File: src/rtl/sram_pkg.sv
// Shared types and constants for the SRAM bank arbiter.
package sram_pkg;

  localparam int SRAM_ADDR_W = 20;
  localparam int SRAM_DATA_W = 32;

  // Requester indices: instruction fetch and data port.
  localparam logic PORT_IF   = 1'b0;
  localparam logic PORT_DATA = 1'b1;

  typedef enum logic [2:0] {
    ST_IDLE = 3'd0,
    ST_RD1  = 3'd1,
    ST_RD2  = 3'd2,
    ST_WR1  = 3'd3,
    ST_WR2  = 3'd4,
    ST_WR3  = 3'd5,
    ST_DONE = 3'd6
  } state_e;

endpackage

File: src/rtl/sram_rr_pick.sv
// Two-way round-robin pick: a lone requester wins, a tie goes to the port
// that did not win last time.
module sram_rr_pick
  import sram_pkg::*;
(
  input  logic req0,
  input  logic req1,
  input  logic last_grant,
  output logic gnt_valid,
  output logic gnt_idx
);

  // Combinational grant decision.
  always_comb begin
    gnt_valid = req0 | req1;
    gnt_idx   = PORT_IF;
    if (req0 && req1) begin
      gnt_idx = ~last_grant;
    end else if (req1) begin
      gnt_idx = PORT_DATA;
    end
  end

endmodule

File: src/rtl/sram_arbiter.sv
// Arbiter and cycle sequencer for one asynchronous SRAM bank shared by the
// instruction-fetch and data ports. All SRAM-facing outputs and acks come
// straight from flops so the strobes are glitch-free.
//
// state   | meaning
// IDLE    | sample requests, latch the winner
// RD1     | ce/oe low, address on the bus
// RD2     | strobes held, read data captured at the closing edge
// WR1     | ce low, address and data driven, we still high
// WR2     | we low
// WR3     | we back high, ce/address/data still held
// DONE    | strobes released, ack to the granted port
module sram_arbiter
  import sram_pkg::*;
#(
  parameter int ADDR_W = SRAM_ADDR_W,
  parameter int DATA_W = SRAM_DATA_W
) (
  input  logic              clk_mem,
  input  logic              rst,
  input  logic              req0,
  input  logic              req1,
  input  logic              we0,
  input  logic              we1,
  input  logic [ADDR_W-1:0] addr0,
  input  logic [ADDR_W-1:0] addr1,
  input  logic [DATA_W-1:0] wdata0,
  input  logic [DATA_W-1:0] wdata1,
  output logic              ack0,
  output logic              ack1,
  output logic [DATA_W-1:0] rdata,
  output logic [ADDR_W-1:0] sram_addr,
  output logic [DATA_W-1:0] sram_data_o,
  output logic              sram_data_t,
  input  logic [DATA_W-1:0] sram_data_i,
  output logic              sram_ce,
  output logic              sram_oe,
  output logic              sram_we,
  output logic              busy
);

  state_e            state_q, state_d;
  logic              last_grant_q, last_grant_d;
  logic              gnt_idx_q, gnt_idx_d;
  logic [ADDR_W-1:0] sram_addr_q, sram_addr_d;
  logic [DATA_W-1:0] sram_data_o_q, sram_data_o_d;
  logic              sram_data_t_q, sram_data_t_d;
  logic              sram_ce_q, sram_ce_d;
  logic              sram_oe_q, sram_oe_d;
  logic              sram_we_q, sram_we_d;
  logic              ack0_q, ack0_d;
  logic              ack1_q, ack1_d;
  logic [DATA_W-1:0] rdata_q, rdata_d;

  logic              gnt_valid;
  logic              gnt_idx;
  logic              sel_we;
  logic [ADDR_W-1:0] sel_addr;
  logic [DATA_W-1:0] sel_wdata;

  sram_rr_pick u_pick (
    .req0       (req0),
    .req1       (req1),
    .last_grant (last_grant_q),
    .gnt_valid  (gnt_valid),
    .gnt_idx    (gnt_idx)
  );

  // Steer the winning port's request fields.
  always_comb begin
    sel_we    = (gnt_idx == PORT_IF) ? we0    : we1;
    sel_addr  = (gnt_idx == PORT_IF) ? addr0  : addr1;
    sel_wdata = (gnt_idx == PORT_IF) ? wdata0 : wdata1;
  end

  // Next-state and next-output logic; outputs are computed for the state
  // being entered so they appear in that state's cycle.
  always_comb begin
    state_d       = state_q;
    last_grant_d  = last_grant_q;
    gnt_idx_d     = gnt_idx_q;
    sram_addr_d   = sram_addr_q;
    sram_data_o_d = sram_data_o_q;
    sram_data_t_d = sram_data_t_q;
    sram_ce_d     = sram_ce_q;
    sram_oe_d     = sram_oe_q;
    sram_we_d     = sram_we_q;
    ack0_d        = 1'b0;
    ack1_d        = 1'b0;
    rdata_d       = rdata_q;

    case (state_q)
      ST_IDLE: begin
        if (gnt_valid) begin
          gnt_idx_d     = gnt_idx;
          last_grant_d  = gnt_idx;
          sram_addr_d   = sel_addr;
          sram_data_o_d = sel_wdata;
          sram_ce_d     = 1'b0;
          if (sel_we) begin
            // we stays high here so it never falls together with ce.
            sram_data_t_d = 1'b1;
            state_d       = ST_WR1;
          end else begin
            sram_oe_d = 1'b0;
            state_d   = ST_RD1;
          end
        end
      end
      ST_RD1: begin
        state_d = ST_RD2;
      end
      ST_RD2: begin
        rdata_d   = sram_data_i;
        sram_ce_d = 1'b1;
        sram_oe_d = 1'b1;
        ack0_d    = (gnt_idx_q == PORT_IF);
        ack1_d    = (gnt_idx_q == PORT_DATA);
        state_d   = ST_DONE;
      end
      ST_WR1: begin
        sram_we_d = 1'b0;
        state_d   = ST_WR2;
      end
      ST_WR2: begin
        sram_we_d = 1'b1;
        state_d   = ST_WR3;
      end
      ST_WR3: begin
        sram_ce_d     = 1'b1;
        sram_data_t_d = 1'b0;
        ack0_d        = (gnt_idx_q == PORT_IF);
        ack1_d        = (gnt_idx_q == PORT_DATA);
        state_d       = ST_DONE;
      end
      ST_DONE: begin
        state_d = ST_IDLE;
      end
      default: begin
        sram_ce_d     = 1'b1;
        sram_oe_d     = 1'b1;
        sram_we_d     = 1'b1;
        sram_data_t_d = 1'b0;
        state_d       = ST_IDLE;
      end
    endcase
  end

  // State and registered outputs; reset releases the bus immediately.
  always_ff @(posedge clk_mem or posedge rst) begin
    if (rst) begin
      state_q       <= ST_IDLE;
      last_grant_q  <= PORT_DATA;
      gnt_idx_q     <= PORT_IF;
      sram_addr_q   <= '0;
      sram_data_o_q <= '0;
      sram_data_t_q <= 1'b0;
      sram_ce_q     <= 1'b1;
      sram_oe_q     <= 1'b1;
      sram_we_q     <= 1'b1;
      ack0_q        <= 1'b0;
      ack1_q        <= 1'b0;
      rdata_q       <= '0;
    end else begin
      state_q       <= state_d;
      last_grant_q  <= last_grant_d;
      gnt_idx_q     <= gnt_idx_d;
      sram_addr_q   <= sram_addr_d;
      sram_data_o_q <= sram_data_o_d;
      sram_data_t_q <= sram_data_t_d;
      sram_ce_q     <= sram_ce_d;
      sram_oe_q     <= sram_oe_d;
      sram_we_q     <= sram_we_d;
      ack0_q        <= ack0_d;
      ack1_q        <= ack1_d;
      rdata_q       <= rdata_d;
    end
  end

  assign ack0        = ack0_q;
  assign ack1        = ack1_q;
  assign rdata       = rdata_q;
  assign sram_addr   = sram_addr_q;
  assign sram_data_o = sram_data_o_q;
  assign sram_data_t = sram_data_t_q;
  assign sram_ce     = sram_ce_q;
  assign sram_oe     = sram_oe_q;
  assign sram_we     = sram_we_q;
  assign busy        = (state_q != ST_IDLE);

endmodule

File: config.mk
export PLATFORM = sky130hd
export DESIGN_NAME = sram_arbiter
export DESIGN_NICKNAME = d
export VERILOG_FILES = /design/src/rtl/sram_pkg.sv /design/src/rtl/sram_rr_pick.sv /design/src/rtl/sram_arbiter.sv
export SDC_FILE = /design/constraint.sdc
export NUM_CORES = 1
export LEC_CHECK = 0
export CAP_MARGIN = 10
export CORE_MARGIN = 2
export CORE_UTILIZATION = 43
export CTS_BUF_LIST = sky130_fd_sc_hd__clkbuf_4 sky130_fd_sc_hd__clkbuf_8
export CTS_CLUSTER_SIZE = 8
export DETAILED_ROUTE_END_ITERATION = 8
export GPL_TIMING_DRIVEN = 0
export PLACE_DENSITY = 0.86
export SLEW_MARGIN = 20
export SYNTH_ARGS = -nofsm -noshare
export SYNTH_HDL_FRONTEND = slang
export SYNTH_SLANG_ARGS = --single-unit
File: constraint.sdc
create_clock -name clk_mem -period 9.1 [get_ports clk_mem]
set_input_delay 2.73 -clock clk_mem [delete_from_list [all_inputs] [get_ports clk_mem]]
set_output_delay 2.73 -clock clk_mem [all_outputs]
set_load 0.02 [all_outputs]
==> flow_summary.yaml <==
status:
  status: "complete, no violations"
final_layout:
  fin_area_um2: 7270
  diodes: 0
  utilization_pct: 70.7
  finalNetCount: 670
  syn2layout_area_growth_pct: 60.6
  final_cells: 668
  fillers: 754
  final_layout_size_suffix_gt1_share_pct: 34.0
critical_path:
  max_stage_delay_ns: 0.58
  cp.arrival_ns: 1.86
  critPathKind: "flip-flop to output port"
  critPathRequiredTime_ns: 6.37
  critPathBufInv: 3
  crit_family: "buffers and inverters"
  crit_path_cell_trace: "buf_6, nor3_4, inv_2, clkdlybuf4s50_1"
  cp_slowest_cell: "clkdlybuf4s50_1"
  reg2reg_slack_ns: 7.24
  crit_fanout: 10
  endpoint_kind: "output port"
  worst_setup_path_start_kind: "flip-flop"
place:
  dpl.cell_count: 652
  dpl.hpwl_um: 8810
  gp_congestion: 0.736
  place_ws_ns: 4.29
  numPortBuffers: 232
  place_area_um2: 7050
power_and_ir_drop:
  swShare_pct: 35.7
  p_seq_share_pct: 30.8
  power.density_nw_per_um2: 340
  p_leak_nw: 3.02
  p_comb_share_pct: 57.3
  ir_worst_vdd_v: 0.000172
  p_int_mw: 1.59
  switchingPower_uw: 881
  p_clk_share_pct: 11.9
  power_mw: 2.47
sta:
  slew_viol_final: 0
  fmax_mhz: 218
  fin_ws_ns: 4.51
  rsz0062_at_grt: "no"
  holdWs_ns: 0.478
  hold_viol: 0
  relSlewSlack_pct: 64.8
  tns_ns: 0
  min_period_ns: 4.59
  finalClockSkew_ns: 0.0126
  setup_viol: 0
  post-route-period-util_pct: 50.5
  tightest_slew_ns: 0.526
die:
  rows: 37
  chipWidth_um: 107
  start_util_pct: 44.0
  dieArea_um2: 11400
  die_h_um: 107
  io_pins: 233
  coreArea_um2: 10300
global_routing:
  antenna_found_initial: 0
  track_usage_pct: 20.3
  grt_max_degree: 63
  gr-total-overflow: 0
  grt_pass1_vias: 3566
  grt_pass1_wl_um: 18200
clocking:
  post_cts_resize_count: 0
  htree_levels: 3
  clock-sinks: 95
  clk_pin_slew_worst_paths_ns: 0.09
  cts_tree: "yes"
  hold_buffers: 0
  clkLatencyLatePin_ns: 0.36
  root_buffer: "clkbuf_8"
  cts_buffer_depth: 2
  cts_setup_buffers: 0
  cts_made_buffers: 9
detailed_routing:
  wl_per_cell_um: 17.3
  vias: 3205
  first_iter_violations: 100
  ant_nets: 0
  viasPerCell: 4.80
  dr.pass1.iters: 4
  drc: 0
  wl_um: 11500
yosys:
  yosys_warnings: 0
  synth_cell_types: 31
  ys_ff_latch: 95
  syn-num-nets: 426
  synthesis.area_um2: 4520
  ys_seq_area_share_pct: 52.7
  syn_inst: 283
  synth.avg_cell_area_um2: 16.0
worst_hold_path:
  hp-class: "flip-flop to flip-flop"
job:
  max-cap-violations: 0
sequential cells by signal, summed over array words and instances (netlist names), 3 cells and up:
register,flops
sram_addr,20
rdata,32
sram_data_o,32
state_q,3
area by class of cell:
class | count | area [µm²] | share of cell area (%)
sequential | 95 | 2380 | 32.8
timing repair buffer | 233 | 2350 | 32.3
clock inverter | 7 | 92.6 | 1.27
buffer | 17 | 179 | 2.46
inverter | 4 | 20.0 | 0.276
tap | 136 | 170 | 2.34
multi-input combinational | 167 | 1950 | 26.8
clock buffer | 9 | 124 | 1.70
worst reg2reg max path, cell delays in order (launching register included):
cell      delay [ns]
dfstp_2         0.39
a21boi_1        0.12
buf_2           0.26
buf_2           0.32
mux2_2          0.39
mux2_4          0.26
cells in the mapped netlist (all sizes together):
library cell,instances,area (µm²)
ha,1,12.5
nor2b,2,12.5
dfstp,4,105
mux2,136,1720
nand2,2,7.51
xnor2,1,8.76
mux2i,1,10.0
nor3,1,16.3
buf,17,179
o221ai,1,8.76
nor3b,1,12.5
nor2,4,31.3
a211oi,1,7.51
inv,4,15.0
nand3,1,5.00
a31oi,1,6.26
o21ai,3,15.0
xor2,1,8.76
o41ai,1,8.76
o21ba,1,10.0
a21boi,1,7.51
a22o,2,18.8
a21oi,5,25.0
dfrtp,91,2280
final timing paths:
path                                    from        endpoint  depth (start not counted)
worst max-delay path              state_q[0]            busy                          4
worst min-delay path               gnt_idx_q            ack0                          1
worst max register to register  last_grant_q  sram_data_o[7]                          5
worst min register to register     gnt_idx_q            ack0                          1
max in group asynchronous                rst    last_grant_q                          3
min in group asynchronous                rst       rdata[26]                          2
per-layer routing:
layer	wire, µm	vias up	track usage, %
li1	-	1495	-
met5	0	-	0
met4	181	0	5.57
met2	5920	147	36.4
met3	986	17	6.02
met1	4440	1546	23.6
kinds of logic after synthesis:
kind of cell,Yosys count,synth area share (%)
compound gates,16,2.38
fa+ha+maj,1,0.277
simple gates,11,1.88
flops,95,52.7
xor+xnor,2,0.387
buf+inv,21,4.29
mux,137,38.1
power by group through the flow:
stage / Sequential, mW / Clock [mW] / Combinational (mW)
after floorplan: 1.01 / 0 / 0.577
after global placement: 0.754 / 0 / 1.40
after detailed placement: 0.768 / 0 / 1.42
after CTS: 0.761 / 0.303 / 1.43
after global routing: 0.786 / 0.320 / 1.49
final: 0.759 / 0.295 / 1.41
cell usage in the layout (no fill, tap or decap), types with 2 or more instances in the layout:
| master | n |
|---|---|
| dfrtp_1 | 91 |
| buf_4 | 5 |
| inv_1 | 2 |
| nor2b_1 | 2 |
| clkinvlp_4 | 2 |
| inv_8 | 2 |
| mux2_2 | 87 |
| a21oi_1 | 5 |
| clkdlybuf4s50_1 | 232 |
| nand2_1 | 2 |
| nor2_1 | 3 |
| clkbuf_8 | 9 |
| buf_12 | 5 |
| o21ai_0 | 3 |
| mux2_4 | 49 |
| dfstp_2 | 4 |
| buf_2 | 6 |
(Power assumes the default switching activity.)
